===== src/rtl/fwpic2_pkg.sv =====
// Shared constants and helpers for the fwpic2 Wishbone interrupt controller.
// Register offsets are word indices on rt_adr[4:2].
package fwpic2_pkg;

    localparam logic [2:0] REG_STATUS   = 3'd0;
    localparam logic [2:0] REG_PENDING  = 3'd1;
    localparam logic [2:0] REG_ENABLE   = 3'd2;
    localparam logic [2:0] REG_MODE     = 3'd3;
    localparam logic [2:0] REG_POLARITY = 3'd4;
    localparam logic [2:0] REG_CLAIM    = 3'd5;
    localparam logic [2:0] REG_CTRL     = 3'd6;

    localparam logic MODE_LEVEL = 1'b0;
    localparam logic MODE_EDGE  = 1'b1;

    localparam int CLAIM_VALID_BIT = 31;

    typedef enum logic {
        ACK_IDLE,
        ACK_BUSY
    } ack_state_e;

    // Merge a write into a 32-bit register image, one byte lane per rt_sel bit.
    function automatic logic [31:0] lane_merge(input logic [31:0] old_val,
                                               input logic [31:0] wdata,
                                               input logic [3:0]  sel);
        logic [31:0] mask;
        mask = {{8{sel[3]}}, {8{sel[2]}}, {8{sel[1]}}, {8{sel[0]}}};
        return (old_val & ~mask) | (wdata & mask);
    endfunction

    function automatic logic [31:0] lane_bits(input logic [31:0] wdata,
                                              input logic [3:0]  sel);
        return wdata & {{8{sel[3]}}, {8{sel[2]}}, {8{sel[1]}}, {8{sel[0]}}};
    endfunction

endpackage


===== src/rtl/fwpic2_if.sv =====
// Wishbone classic slave bus between the peripheral interconnect and fwpic2_wb.
interface fwpic2_if;
    logic [31:0] rt_adr;
    logic [31:0] rt_dat_w;
    logic [31:0] rt_dat_r;
    logic        rt_cyc;
    logic        rt_stb;
    logic        rt_we;
    logic [3:0]  rt_sel;
    logic        rt_ack;

    modport master (output rt_adr, rt_dat_w, rt_cyc, rt_stb, rt_we, rt_sel,
                    input  rt_dat_r, rt_ack);
    modport slave  (input  rt_adr, rt_dat_w, rt_cyc, rt_stb, rt_we, rt_sel,
                    output rt_dat_r, rt_ack);
endinterface


===== src/rtl/fwpic2_chan.sv =====
// One interrupt channel: synchroniser, polarity correction, rising-edge detect
// and the pending flop, where a new edge always beats a simultaneous clear.
module fwpic2_chan
    import fwpic2_pkg::*;
#(
    parameter int SYNC_STAGES = 2
) (
    input  logic clock,
    input  logic reset,
    input  logic irq_i,
    input  logic polarity_i,
    input  logic mode_i,
    input  logic clear_i,
    output logic pending_o
);

    logic [SYNC_STAGES-1:0] sync_q, sync_d;
    logic                   prev_q, prev_d;
    logic                   pending_q, pending_d;
    logic                   level;
    logic                   rise;

    // NOTE: give every always_comb output a default first; a path that leaves one unassigned infers a latch.
    always_comb begin
        sync_d    = sync_q;
        sync_d[0] = irq_i;
        for (int i = 1; i < SYNC_STAGES; i++) sync_d[i] = sync_q[i-1];

        level  = sync_q[SYNC_STAGES-1] ^ polarity_i;
        rise   = level & ~prev_q;
        prev_d = level;

        if (mode_i == MODE_LEVEL) pending_d = level;
        else                      pending_d = rise | (pending_q & ~clear_i);
    end

    // NOTE: sequential state is updated only with <=, so every flop samples pre-edge values.
    always_ff @(posedge clock or posedge reset) begin
        if (reset) begin
            sync_q    <= '0;
            prev_q    <= 1'b0;
            pending_q <= 1'b0;
        end else begin
            sync_q    <= sync_d;
            prev_q    <= prev_d;
            pending_q <= pending_d;
        end
    end

    assign pending_o = pending_q;

    // A mode of MODE_EDGE keeps the bit until cleared; the level path ignores clear_i.
    logic unused_edge_const;
    assign unused_edge_const = (MODE_EDGE != MODE_LEVEL);

endmodule


===== src/rtl/fwpic2_wb.sv =====
// fwpic2 top: Wishbone ack FSM, register file, lowest-index priority encoder
// and the registered interrupt request to the core.
module fwpic2_wb
    import fwpic2_pkg::*;
#(
    parameter int N_IRQ       = 8,
    parameter int SYNC_STAGES = 2
) (
    input  logic             clock,
    input  logic             reset,
    fwpic2_if.slave          wb,
    output logic             int_o,
    output logic [7:0]       int_id,
    input  logic [N_IRQ-1:0] irq
);

    ack_state_e        state_q, state_d;
    logic [N_IRQ-1:0]  enable_q, enable_d;
    logic [N_IRQ-1:0]  mode_q, mode_d;
    logic [N_IRQ-1:0]  polarity_q, polarity_d;
    logic              ctrl_q, ctrl_d;
    logic [31:0]       dat_r_q, dat_r_d;
    logic              int_q, int_d;
    logic [7:0]        id_q, id_d;

    logic [N_IRQ-1:0]  pending;
    logic [N_IRQ-1:0]  status;
    logic [N_IRQ-1:0]  clear;
    logic              active;
    logic              fire;
    logic [7:0]        low_id;
    logic [2:0]        offset;
    logic [31:0]       rdata;

    for (genvar g = 0; g < N_IRQ; g++) begin : g_chan
        fwpic2_chan #(.SYNC_STAGES(SYNC_STAGES)) u_chan (
            .clock      (clock),
            .reset      (reset),
            .irq_i      (irq[g]),
            .polarity_i (polarity_q[g]),
            .mode_i     (mode_q[g]),
            .clear_i    (clear[g]),
            .pending_o  (pending[g])
        );
    end

    // Scan downwards so the lowest set index is the last one written.
    always_comb begin
        status = pending & enable_q;
        active = (status != '0) && ctrl_q;
        low_id = '0;
        for (int i = N_IRQ - 1; i >= 0; i--) begin
            if (status[i]) low_id = 8'(i);
        end
    end

    always_comb begin
        offset = wb.rt_adr[4:2];
        case (offset)
            REG_STATUS:   rdata = 32'(status);
            REG_PENDING:  rdata = 32'(pending);
            REG_ENABLE:   rdata = 32'(enable_q);
            REG_MODE:     rdata = 32'(mode_q);
            REG_POLARITY: rdata = 32'(polarity_q);
            REG_CLAIM:    rdata = active ? ((32'd1 << CLAIM_VALID_BIT) | 32'(low_id)) : 32'd0;
            REG_CTRL:     rdata = {31'd0, ctrl_q};
            default:      rdata = 32'd0;
        endcase
    end

    // Everything a transfer does (write commit, read capture, claim retire)
    // happens on the edge that raises rt_ack.
    always_comb begin
        fire       = (state_q == ACK_IDLE) && wb.rt_cyc && wb.rt_stb;
        state_d    = fire ? ACK_BUSY : ACK_IDLE;
        enable_d   = enable_q;
        mode_d     = mode_q;
        polarity_d = polarity_q;
        ctrl_d     = ctrl_q;
        dat_r_d    = dat_r_q;
        clear      = '0;

        if (fire) begin
            dat_r_d = rdata;
            if (wb.rt_we) begin
                case (offset)
                    REG_PENDING:  clear      = N_IRQ'(lane_bits(wb.rt_dat_w, wb.rt_sel));
                    REG_ENABLE:   enable_d   = N_IRQ'(lane_merge(32'(enable_q), wb.rt_dat_w, wb.rt_sel));
                    REG_MODE:     mode_d     = N_IRQ'(lane_merge(32'(mode_q), wb.rt_dat_w, wb.rt_sel));
                    REG_POLARITY: polarity_d = N_IRQ'(lane_merge(32'(polarity_q), wb.rt_dat_w, wb.rt_sel));
                    REG_CTRL:     ctrl_d     = wb.rt_sel[0] ? wb.rt_dat_w[0] : ctrl_q;
                    default:      ;
                endcase
            end else if (offset == REG_CLAIM && active) begin
                for (int i = 0; i < N_IRQ; i++) begin
                    if (8'(i) == low_id) clear[i] = 1'b1;
                end
            end
        end

        int_d = active;
        id_d  = active ? low_id : 8'd0;
    end

    // NOTE: there is no memory array here; every register is a flop and all of them are reset.
    always_ff @(posedge clock or posedge reset) begin
        if (reset) begin
            state_q    <= ACK_IDLE;
            enable_q   <= '0;
            mode_q     <= '0;
            polarity_q <= '0;
            ctrl_q     <= 1'b0;
            dat_r_q    <= '0;
            int_q      <= 1'b0;
            id_q       <= '0;
        end else begin
            state_q    <= state_d;
            enable_q   <= enable_d;
            mode_q     <= mode_d;
            polarity_q <= polarity_d;
            ctrl_q     <= ctrl_d;
            dat_r_q    <= dat_r_d;
            int_q      <= int_d;
            id_q       <= id_d;
        end
    end

    assign wb.rt_ack   = (state_q == ACK_BUSY);
    assign wb.rt_dat_r = dat_r_q;
    assign int_o       = int_q;
    assign int_id      = id_q;

endmodule


===== src/flat_wrapper.sv =====
// flat-port wrapper written by rule: the top's interface ports become plain ports
module fwpic2_wb_flat import fwpic2_pkg::*;
#(
    parameter int N_IRQ       = 8,
    parameter int SYNC_STAGES = 2
)
  (clock, reset, int_o, int_id, irq, wb_rt_adr, wb_rt_dat_w, wb_rt_cyc, wb_rt_stb, wb_rt_we, wb_rt_sel, wb_rt_dat_r, wb_rt_ack);
  fwpic2_if wb_i ();
  input  logic clock;
  input  logic reset;
  output logic int_o;
  output logic [7:0] int_id;
  input  logic [N_IRQ-1:0] irq;
  input wire logic [$bits(wb_i.rt_adr)-1:0] wb_rt_adr;
  input wire logic [$bits(wb_i.rt_dat_w)-1:0] wb_rt_dat_w;
  input wire logic [$bits(wb_i.rt_cyc)-1:0] wb_rt_cyc;
  input wire logic [$bits(wb_i.rt_stb)-1:0] wb_rt_stb;
  input wire logic [$bits(wb_i.rt_we)-1:0] wb_rt_we;
  input wire logic [$bits(wb_i.rt_sel)-1:0] wb_rt_sel;
  output wire logic [$bits(wb_i.rt_dat_r)-1:0] wb_rt_dat_r;
  output wire logic [$bits(wb_i.rt_ack)-1:0] wb_rt_ack;
  assign wb_i.rt_adr = wb_rt_adr;
  assign wb_i.rt_dat_w = wb_rt_dat_w;
  assign wb_i.rt_cyc = wb_rt_cyc;
  assign wb_i.rt_stb = wb_rt_stb;
  assign wb_i.rt_we = wb_rt_we;
  assign wb_i.rt_sel = wb_rt_sel;
  assign wb_rt_dat_r = wb_i.rt_dat_r;
  assign wb_rt_ack = wb_i.rt_ack;
  fwpic2_wb #(.N_IRQ(N_IRQ), .SYNC_STAGES(SYNC_STAGES)) u_core (.clock(clock), .reset(reset), .wb(wb_i), .int_o(int_o), .int_id(int_id), .irq(irq));
endmodule

===== config.mk =====
export PLATFORM = sky130hd
export DESIGN_NAME = fwpic2_wb_flat
export DESIGN_NICKNAME = d
export VERILOG_FILES = /design/src/rtl/fwpic2_pkg.sv /design/src/rtl/fwpic2_if.sv /design/src/rtl/fwpic2_chan.sv /design/src/rtl/fwpic2_wb.sv /design/src/flat_wrapper.sv
export SDC_FILE = /design/constraint.sdc
export NUM_CORES = 1
export LEC_CHECK = 0
export CAP_MARGIN = 20
export CORE_ASPECT_RATIO = 0.8
export CORE_MARGIN = 2
export CORE_UTILIZATION = 45
export CTS_CLUSTER_SIZE = 16
export DETAILED_ROUTE_END_ITERATION = 10
export PLACE_DENSITY = 0.86
export SYNTH_ARGS = -nofsm -noshare
export SYNTH_HDL_FRONTEND = slang
export SYNTH_SLANG_ARGS = --single-unit

===== constraint.sdc =====
create_clock -name clock -period 5.6 [get_ports clock]
set_input_delay 1.68 -clock clock [delete_from_list [all_inputs] [get_ports clock]]
set_output_delay 1.68 -clock clock [all_outputs]
set_load 0.03 [all_outputs]

After elaboration in Yosys (flattened, before gate mapping):

Index checks and enable logic that the tools add are counted.
W data, S select, Z words.

* bitwise logic cells: 58
* reductions and logical operators: 11
* eq/ne operators: 13
* multiplexer cells: 32

Operator list (number)
* $pmux W32 S7: 1
* $mux W8: 12
* $and A8 B8 Y8: 5
* $eq A3 B8 Y1 const A: 4
* $mux W32: 1
* $or A8 B8 Y8: 3
* $mux W1: 17
* $not A1 Y1: 17
* $and A1 B1 Y1: 16
* $eq A2 B8 Y1 const A: 2
* $eq A3 B3 Y1 const B: 3
* $reduce_and A3 Y1: 3
* $eq A1 B8 Y1 const A: 1
* $logic_not A8 Y1: 1
* $not A8 Y8: 1
* $or A1 B1 Y1: 8
* $reduce_bool A8 Y1: 1
* $xor A1 B1 Y1: 8
* $eq A3 B2 Y1 const B: 2
* $logic_and A1 B1 Y1: 4
* $reduce_and A4 Y1: 1
* $eq A3 B1 Y1 const B: 1
* $logic_not A3 Y1: 1
* $mux W3: 1

* input bits: 81
* bits in registers: 99
* output and inout bits: 42
* word-level logic and storage cells: 146

Depth between registers and ports, before layout:

Gate-level depths: netlist of the first run.

* word-level depth: 18
* mapped depth: 8
* depth with buffers taken out: 6

Cells and area by module:

Synthesis of the first run repeated with hierarchy kept, for this count alone.

* cells, all modules: 287
* area total of the unflattened synthesis: 3314.4 µm²

By module, submodules not included
* fwpic2_wb: times used 1, seq. area each 975.9 µm², cells each 215, area each 2273.4 µm²
* fwpic2_chan: times used 8, seq. area each 100.1 µm², cells each 9, area each 130.1 µm²

Worst setup path after synthesis of the first run:

Ideal clock, no wire load.

* path kind: input port to flip-flop
* from: in wb_rt_stb
* to: reg (tool-made name)
* stages on the path: 7
* library setup time: 0.125 ns
* slack: 2.442 ns
* data required time: 5.475 ns
* data arrival time: 3.033 ns
* cell sequence: nand2_1 or2_1 buf_6 inv_2 nand3_2 nor4b_4 mux2_2

RTL lines
* start, declared: line flat_wrapper.sv:17 `input wire logic [$bits(wb_i.rt_stb)-1:0] wb_rt_stb;`

==> results of run 1 <==
[cell usage in the layout, fill, tap and decap left out, drive strengths merged, types with 8 or more instances in the layout]
master,n
dfrtp,71
xor2,8
a21oi,10
nand2,41
conb,28
nor2,12
clkdlybuf4s50,38
clkbuf,13
mux2,25
[synth_stat cells, drive strengths merged, types with 5 or more instances]
library cell,n,share of area [%]
o22ai,5,0.95
o21ai,5,0.76
and2,5,0.95
nor3,5,1.1
nor3b,5,1.1
xor2,8,2.1
nand2,41,4.7
buf,32,7.2
nor2,12,1.4
a21oi,10,1.5
dfrtp,71,54
clkbuf,5,0.57
mux2,25,8.5
[metal layers]
| layer | vias up | track usage, % | share of wire, % |
|---|---|---|---|
| met1 | 1178 | 25.4 | 43 |
| met5 | - | 0 | 0 |
| met2 | 129 | 29.9 | 46 |
| li1 | 1087 | - | - |
| met4 | 0 | 5.21 | 1.2 |
| met3 | 10 | 7.14 | 9.4 |
[power by group]
part	leakage (nW)	switching, mW	total (mW)	internal (mW)
clock network	0.100	0.177	0.393	0.216
logic	0.765	0.137	0.234	0.0966
registers	0.893	0.0507	0.625	0.574
total	1.76	0.365	1.25	0.887
[cell type report]
type,instances,area (um2),area share [%]
Timing Repair Buffer,44,423,10.9
Clock inverter,4,45.0,1.16
Inverter,4,15.0,0.388
Tap cell,87,109,2.81
Sequential cell,71,1780,45.9
Clock buffer,12,145,3.75
Multi-Input combinational cell,210,1360,35.1
[per-stage QoR]
stage	power, mW	cells	util (%)
after floorplan	0.797	322	-
after global placement	0.857	415	52.6
after detailed placement	0.867	415	52.6
after CTS	1.26	431	55.3
after global routing	1.32	432	55.4
final	1.25	432	55.4
[cell families (layout without fill, tap and decap cells)]
family	Yosys count	after routing	synth area share, %
flops	71	71	53.7
buf+inv	41	64	8.18
xor+xnor	8	8	2.12
compound gates	55	55	11.9
simple gates	90	90	14.2
mux	29	29	9.73
other cells	1	28	0.113
[final timing paths]
path	slack, ns	end	from
setup / recovery	1.66	flop	wb_rt_stb
hold / removal	0.35	u_core.g_chan[5].u_chan.sync_q[1]	u_core.g_chan[5].u_chan.sync_q[0]
setup reg to reg	3.09	flop	u_core.wb.rt_ack
hold reg to reg	0.35	u_core.g_chan[5].u_chan.sync_q[1]	u_core.g_chan[5].u_chan.sync_q[0]
max in group asynchronous	2.88	u_core.g_chan[5].u_chan.sync_q[0]	reset
min in group asynchronous	1.85	u_core.g_chan[7].u_chan.sync_q[0]	reset
==> results by group, run 1 <==
Clock tree
  • Later-pin clock latency in the skew report: 0.34 ns
  • # hold bufs at CTS: 0
  • Clk slew on worst S/H paths: 0.07 ns
  • Post-CTS Setup Inserts: 0
  • CTS tree: built
  • CTS sink cnt: 71
  • H-tree depth: 3
  • Total CTS buffers: 9
  • CTS max path bufs: 2
  • Resize count post-CTS: 0
  • Clock root cell: clkbuf_8

Worst setup path
  • CP cell instances: clkdlybuf4s50_1 > nand2_1 > or2_1 > inv_2 > nand3_2 > nor4b_4 > mux2_2
  • Crit path buf inv count: 2
  • CP top delay family: simple AND/OR/NAND/NOR gates
  • Arrival @ worst endpoint: 4.16 ns
  • Setup crit start kind: primary input
  • Worst path required time: 5.83 ns
  • Critical-path top delay cell: nor4b_4
  • R2R cell count: 5
  • Critical path endpoint category: flop
  • CP max FO: 17
  • Crit Path Class: in -> reg
  • Worst stage delay on the critical path: 0.59 ns
  • Total stage count of the critical path: 7

Synthesis
  • Cell Area, Synth: 3310 um2
  • Sequential area share after synthesis: 53.7%
  • Post-synth EDFFs: 0
  • Ys flop type: dfrtp_1
  • #FFs+latches synth: 71
  • Synth Instances: 295
  • Syn avg cell area: 11.2 um2
  • Yosys synthesis warning count: 0
  • Asr flop ratio synth: 100%
  • Distinct cells, synth: 52

STA
  • Tightest Pin Transition: 0.914 ns
  • Final Max Tran Viols: 0
  • # setup viols final: 0
  • RSZ-0062 raised after global routing: no
  • Min Clock Period, post-route: 3.94 ns
  • Post-Route Skew: 0.00677 ns
  • Max_slew headroom: 39.0%
  • Fin Setup TNS: 0 ns
  • Hold WS: 0.346 ns
  • Final period util: 70.3%
  • Achievable Freq: 254 MHz
  • Post-route setup slack: 1.66 ns
  • Final Hold Viols: 0

Floorplan
  • Std cell rows: 27
  • Core area: 6990 um2
  • Die height: 80.7 um
  • Die extent in x: 99.8 um
  • Initial Util: 47.3%
  • Die ar.: 8050 um2
  • # IOs: 123

Global routing
  • Number of global-route vias before repair: 2286
  • Initial antenna violation count: 0
  • First-pass GRT wire length: 11.6 mm
  • Largest net degree at the start of global routing: 47
  • Total gr overflow: 0
  • Total GRT Usage: 19.2%

Power and ir drop
  • Leakage: 1.76 nW
  • PwrDens: 323 nW/um2
  • Peak supply drop: 0.207 mV

Route
  • Vias per inst: 5.56
  • DR vias: 2404
  • Drt pass-1 iters: 5
  • Initial drt markers: 193
  • Total Wirelength: 6.99 mm
  • Wirelength per Cell: 16.2 um
  • DRC: 0
  • Post-detailed-route count of antenna-violating nets: 0

Job
  • Number of max-cap violations: 0

Finish
  • Cell area after layout: 3870 um2
  • Diodes inserted: 0
  • Layout cell share with drive strength beyond 1: 14.8%
  • Final nets: 421
  • Fillers: 601
  • Area grow syn2layout: 17.2%

Placement
  • PortBufs: 38
  • Worst slack at placement: 1.29 ns
  • Global placement routability congestion: 0.948
  • Placed cell areas: 3680 um2
  • DP HPWL: 5.01 mm

Min path
  • Hold depth: 0
  • HP Class: reg -> reg

Run status
  • Outcome: completed
Note: power is estimated with default switching activity, not from simulation.
==> run 2: changes to the inputs <==
--- a/config.mk
+++ b/config.mk
@@ -8,10 +8,10 @@
 export CAP_MARGIN = 20
 export CORE_ASPECT_RATIO = 0.8
 export CORE_MARGIN = 2
-export CORE_UTILIZATION = 45
+export CORE_UTILIZATION = 40
 export CTS_CLUSTER_SIZE = 16
 export DETAILED_ROUTE_END_ITERATION = 10
-export PLACE_DENSITY = 0.86
+export PLACE_DENSITY = 0.81
 export SYNTH_ARGS = -nofsm -noshare
 export SYNTH_HDL_FRONTEND = slang
 export SYNTH_SLANG_ARGS = --single-unit
==> constraint.sdc (replaced) <==
create_clock -name clock -period 3.6 [get_ports clock]
set_input_delay 1.08 -clock clock [delete_from_list [all_inputs] [get_ports clock]]
set_output_delay 1.08 -clock clock [all_outputs]
set_load 0.03 [all_outputs]
==> run 2 against run 1 <==
  * Power grew 57%
  * Sequential cell count stayed put
  * Combinational power is 59% higher
  * Sequential power grew 56%
  * Worst setup slack lost 0.89 ns
  * Sequential share of layout area is 1.3 points lower
  * Utilization fell by 5.5 points
  * Clock skew up 0.00097 ns
==> results by group, run 2 (same netlist as run 1, synthesis figures left out) <==
Floorplan
  • Std cell rows: 29
  • # IOs: 123
  • Die extent in x: 106 um
  • Die height: 85.3 um
  • Die ar.: 9010 um2
  • Core area: 7980 um2
  • Initial Util: 41.4%

Clock tree
  • CTS tree: built
  • H-tree depth: 3
  • Later-pin clock latency in the skew report: 0.35 ns
  • # hold bufs at CTS: 0
  • Total CTS buffers: 9
  • Clock root cell: clkbuf_8
  • Clk slew on worst S/H paths: 0.07 ns
  • Resize count post-CTS: 0
  • CTS sink cnt: 71
  • Post-CTS Setup Inserts: 0
  • CTS max path bufs: 2

STA
  • Final period util: 78.6%
  • Achievable Freq: 353 MHz
  • Max_slew headroom: 63.6%
  • Min Clock Period, post-route: 2.83 ns
  • Tightest Pin Transition: 0.544 ns
  • Fin Setup TNS: 0 ns
  • Final Hold Viols: 0
  • Final Max Tran Viols: 0
  • # setup viols final: 0
  • Post-Route Skew: 0.00774 ns
  • RSZ-0062 raised after global routing: no

Finish
  • Diodes inserted: 0
  • Most common cell after layout, fill and taps aside: dfrtp_1
  • Layout cell share with drive strength beyond 1: 17.3%
  • Storage cell area: 1780 um2
  • Cell area after layout: 3980 um2
  • Final nets: 429
  • Most frequent cells in the layout: dfrtp_1 (71), nand2_1 (41), clkdlybuf4s50_1 (38)
  • Area of the multi-input gates: 1360 um2
  • Area grow syn2layout: 20.5%
  • Fillers: 729

Global routing
  • Initial antenna violation count: 0
  • M1 GR Usage: 24.9%
  • GR Util met2: 25.7%
  • First-pass GRT wire length: 12.2 mm
  • Largest net degree at the start of global routing: 72
  • Number of global-route vias before repair: 2357
  • Total GRT Usage: 17.5%
  • Grt peak-use layer: met2
  • Total gr overflow: 0
  • M3 GR Usage: 4.84%

Placement
  • Global placement routability congestion: 0.937
  • DP HPWL: 5.20 mm
  • PortBufs: 38
  • Placed cell areas: 3780 um2

Worst setup path
  • Crit Path Class: in -> reg
  • Setup crit start kind: primary input
  • Critical path endpoint category: flop
  • Arrival @ worst endpoint: 3.06 ns
  • Worst path required time: 3.83 ns
  • CP max FO: 16

Route
  • Initial drt markers: 143
  • Wirelength per Cell: 15.7 um
  • Drt pass-1 iters: 6
  • DR vias: 2404
  • Vias per inst: 5.21
  • Post-detailed-route count of antenna-violating nets: 0
  • DRC: 0
  • Total Wirelength: 7.25 mm

Power and ir drop
  • PwrDens: 495 nW/um2
  • Peak supply drop: 0.334 mV
  • Leakage: 1.80 nW

Min path
  • HP Class: reg -> reg

Run status
  • Outcome: completed

Job
  • Number of max-cap violations: 0
[run 2: cell types whose count changed in the layout (fill, tap and decap cells not counted), sizes merged]
cell,before,now
buf,5,14
clkinvlp,0,2
clkbuf,13,10
[run 2: through the flow]
step / power (mW) / setup WS, ns / hold slack [ns] / std cells / util (%)
floorplan: 1.24 / 0.723 / 0.331 / 322 / -
global placement: 1.34 / 0.497 / 0.334 / 445 / 47.4
detailed placement: 1.36 / 0.409 / 0.337 / 445 / 47.4
CTS: 1.99 / 0.784 / 0.354 / 461 / 49.9
global route: 2.07 / 0.673 / 0.361 / 461 / 49.9
finish: 1.97 / 0.769 / 0.351 / 461 / 49.9
[run 2: cell type report]
cell class	count	area share (%)
clock buffers	10	3.46
clock inverters	6	1.51
inverters	4	0.377
multi-input cells	210	34.2
flip-flops and latches	71	44.6
well taps	108	3.39
repair buffers	52	12.5
[run 2: final timing paths]
path	end	slack [ns]	depth (start not counted)	startpoint
setup / recovery	flop	0.77	8	wb_rt_stb
hold / removal	u_core.g_chan[1].u_chan.sync_q[1]	0.35	0	u_core.g_chan[1].u_chan.sync_q[0]
setup reg to reg	flop	1.59	6	u_core.wb.rt_ack
hold reg to reg	u_core.g_chan[1].u_chan.sync_q[1]	0.35	0	u_core.g_chan[1].u_chan.sync_q[0]
max in group asynchronous	u_core.int_id[0]	2.18	3	reset
min in group asynchronous	u_core.wb.rt_ack	1.11	3	reset
[run 2: metal layers]
metal	vias to the layer above	routed length [um]
li1	1093	-
met1	1179	3300
met2	124	3240
met3	8	626
met4	0	74
met5	-	0
[run 2: worst max-delay path, cell delays in order]
cell and delay [ns]:
clkdlybuf4s50_1 0.46, nand2_1 0.04, or2_1 0.25, buf_4 0.22
nor2_1 0.16, and2_1 0.29, buf_4 0.22, mux2_2 0.34
[run 2: where the power goes]
part           total [mW]  switching [mW]  leakage, nW  internal, mW
clock               0.626           0.291       0.0981         0.335
combinational       0.371           0.214        0.809         0.156
sequential          0.974          0.0813        0.893         0.893
total                1.97           0.587         1.80          1.38
==> run 3: changes to the inputs <==
--- a/config.mk
+++ b/config.mk
@@ -8,10 +8,10 @@
 export CAP_MARGIN = 20
 export CORE_ASPECT_RATIO = 0.8
 export CORE_MARGIN = 2
-export CORE_UTILIZATION = 40
+export CORE_UTILIZATION = 44
 export CTS_CLUSTER_SIZE = 16
 export DETAILED_ROUTE_END_ITERATION = 10
-export PLACE_DENSITY = 0.81
+export PLACE_DENSITY = 0.85
 export SYNTH_ARGS = -nofsm -noshare
 export SYNTH_HDL_FRONTEND = slang
 export SYNTH_SLANG_ARGS = --single-unit
==> constraint.sdc (replaced) <==
create_clock -name clock -period 3 [get_ports clock]
set_input_delay 0.9 -clock clock [delete_from_list [all_inputs] [get_ports clock]]
set_output_delay 0.9 -clock clock [all_outputs]
set_load 0.03 [all_outputs]
==> run 3 against run 2 <==
  * First-iteration DRC count is 50% higher
  * Worst setup slack lost 0.34 ns
  * Via count up 2.3%
  * Clock skew down 0.0036 ns
  * Routed wire length is 2.4% lower
  * Sequential cell count did not move
  * Final area up 0.25%
  * Power rose by 16%
  * Die area is 8.7% lower
  * Sequential power grew 20%
  * Hold slack worse by 0.0052 ns
==> results by group, run 3 (same netlist as run 1, synthesis figures left out) <==
Run status
  • Outcome: completed

Route
  • DR vias: 2460
  • Vias per inst: 5.49
  • DRC: 0
  • Total Wirelength: 7.08 mm
  • Initial drt markers: 214
  • Drt pass-1 iters: 4
  • Wirelength per Cell: 15.8 um
  • Post-detailed-route count of antenna-violating nets: 0

Min path
  • HP Class: reg -> reg

Floorplan
  • Die extent in x: 101 um
  • Initial Util: 44.9%
  • # IOs: 123
  • Die ar.: 8230 um2
  • Core area: 7360 um2
  • Die height: 81.5 um
  • Std cell rows: 28

Job
  • Number of max-cap violations: 0

Clock tree
  • Clock root cell: clkbuf_8
  • CTS sink cnt: 71
  • Later-pin clock latency in the skew report: 0.34 ns
  • H-tree depth: 3
  • CTS max path bufs: 2
  • # hold bufs at CTS: 0
  • Post-CTS Setup Inserts: 0
  • Resize count post-CTS: 0
  • CTS tree: built
  • Total CTS buffers: 9
  • Clk slew on worst S/H paths: 0.07 ns

STA
  • Post-Route Skew: 0.00418 ns
  • Fin Setup TNS: 0 ns
  • RSZ-0062 raised after global routing: no
  • Final period util: 85.6%
  • Achievable Freq: 389 MHz
  • # setup viols final: 0
  • Min Clock Period, post-route: 2.57 ns
  • Final Max Tran Viols: 0
  • Hold WS: 0.346 ns
  • Final Hold Viols: 0

Worst setup path
  • CP max FO: 7
  • Arrival @ worst endpoint: 2.79 ns
  • Critical path endpoint category: flop
  • Crit Path Class: in -> reg
  • Setup crit start kind: primary input
  • Worst path required time: 3.22 ns

Placement
  • Global placement routability congestion: 0.934
  • PortBufs: 38
  • DP HPWL: 5.19 mm

Global routing
  • First-pass GRT wire length: 11.7 mm
  • Number of global-route vias before repair: 2333
  • Largest net degree at the start of global routing: 72
  • Total gr overflow: 0
  • Total GRT Usage: 18.8%
  • Initial antenna violation count: 0

Finish
  • Diodes inserted: 0
  • Final nets: 437
  • Most common cell after layout, fill and taps aside: dfrtp_1
  • Area grow syn2layout: 20.8%
  • Layout cell share with drive strength beyond 1: 18.4%
  • Most frequent cells in the layout: dfrtp_1 (71), nand2_1 (41), clkdlybuf4s50_1 (38)

Power and ir drop
  • Leakage: 1.83 nW
  • Peak supply drop: 0.410 mV
  • PwrDens: 572 nW/um2
==> run 3: cell types whose count changed in the layout (fill, tap and decap cells not counted), sizes merged <==
| cell | delta |
|---|---|
| buf | +8 |
| clkbuf | +2 |
| clkinv | -2 |
| clkinvlp | -2 |
| bufinv | -1 |
==> run 3: area by class of cell <==
type,count,area (um2)
timing repair buffer,60,558
clock buffer,12,165
inverter,4,15.0
clock inverter,1,5.00
multi-input combinational,210,1360
sequential,71,1780
fill,655,3360
tap,90,113
==> run 3: path summary, 6_finish.rpt <==
kind | cells past startpoint | slack (ns) | endpoint | from
max in group asynchronous | 3 | 1.73 | asynchronous set/reset pin | reset
worst min-delay path | 0 | 0.35 | u_core.g_chan[5].u_chan.sync_q[1] | u_core.g_chan[5].u_chan.sync_q[0]
worst max register to register | 6 | 1.15 | flop | u_core.wb.rt_ack
min in group asynchronous | 3 | 0.93 | u_core.g_chan[3].u_chan.sync_q[0] | reset
worst max-delay path | 6 | 0.43 | flop | wb_rt_adr[4]
worst min register to register | 0 | 0.35 | u_core.g_chan[5].u_chan.sync_q[1] | u_core.g_chan[5].u_chan.sync_q[0]
==> run 3: through the flow <==
stage | util [%] | area [um2] | power [mW] | setup slack [ns] | std cells
floorplan | - | 3410 | 1.49 | 0.303 | 322
global placement | 52.0 | 3820 | 1.61 | 0.132 | 435
detailed placement | 52.0 | 3820 | 1.63 | 0.102 | 435
CTS | 54.3 | 3990 | 2.31 | 0.471 | 448
global route | 54.3 | 3990 | 2.42 | 0.395 | 448
finish | 54.3 | 3990 | 2.29 | 0.431 | 448
==> run 3: worst max-delay path, cell delays in order <==
cell and delay [ns]:
clkdlybuf4s50_1 0.62, nor2b_1 0.27, and2_1 0.29, and2_1 0.19
buf_4 0.17, mux2_2 0.34
==> run 3: report_power, final <==
| part | switching (mW) | leakage, nW | total, mW | internal [mW] |
|---|---|---|---|---|
| sequential | 0.0979 | 0.893 | 1.17 | 1.07 |
| clock | 0.317 | 0.0902 | 0.670 | 0.353 |
| combinational | 0.255 | 0.851 | 0.446 | 0.190 |
==> run 3: layer usage <==
| metal | vias to the layer above | track usage, % | part of all wire, % |
|---|---|---|---|
| li1 | 1113 | - | - |
| met1 | 1211 | 25.9 | 46 |
| met2 | 131 | 29.0 | 46 |
| met3 | 5 | 5.53 | 7.8 |
| met4 | 0 | 6.08 | 0.54 |
| met5 | - | 0 | 0 |
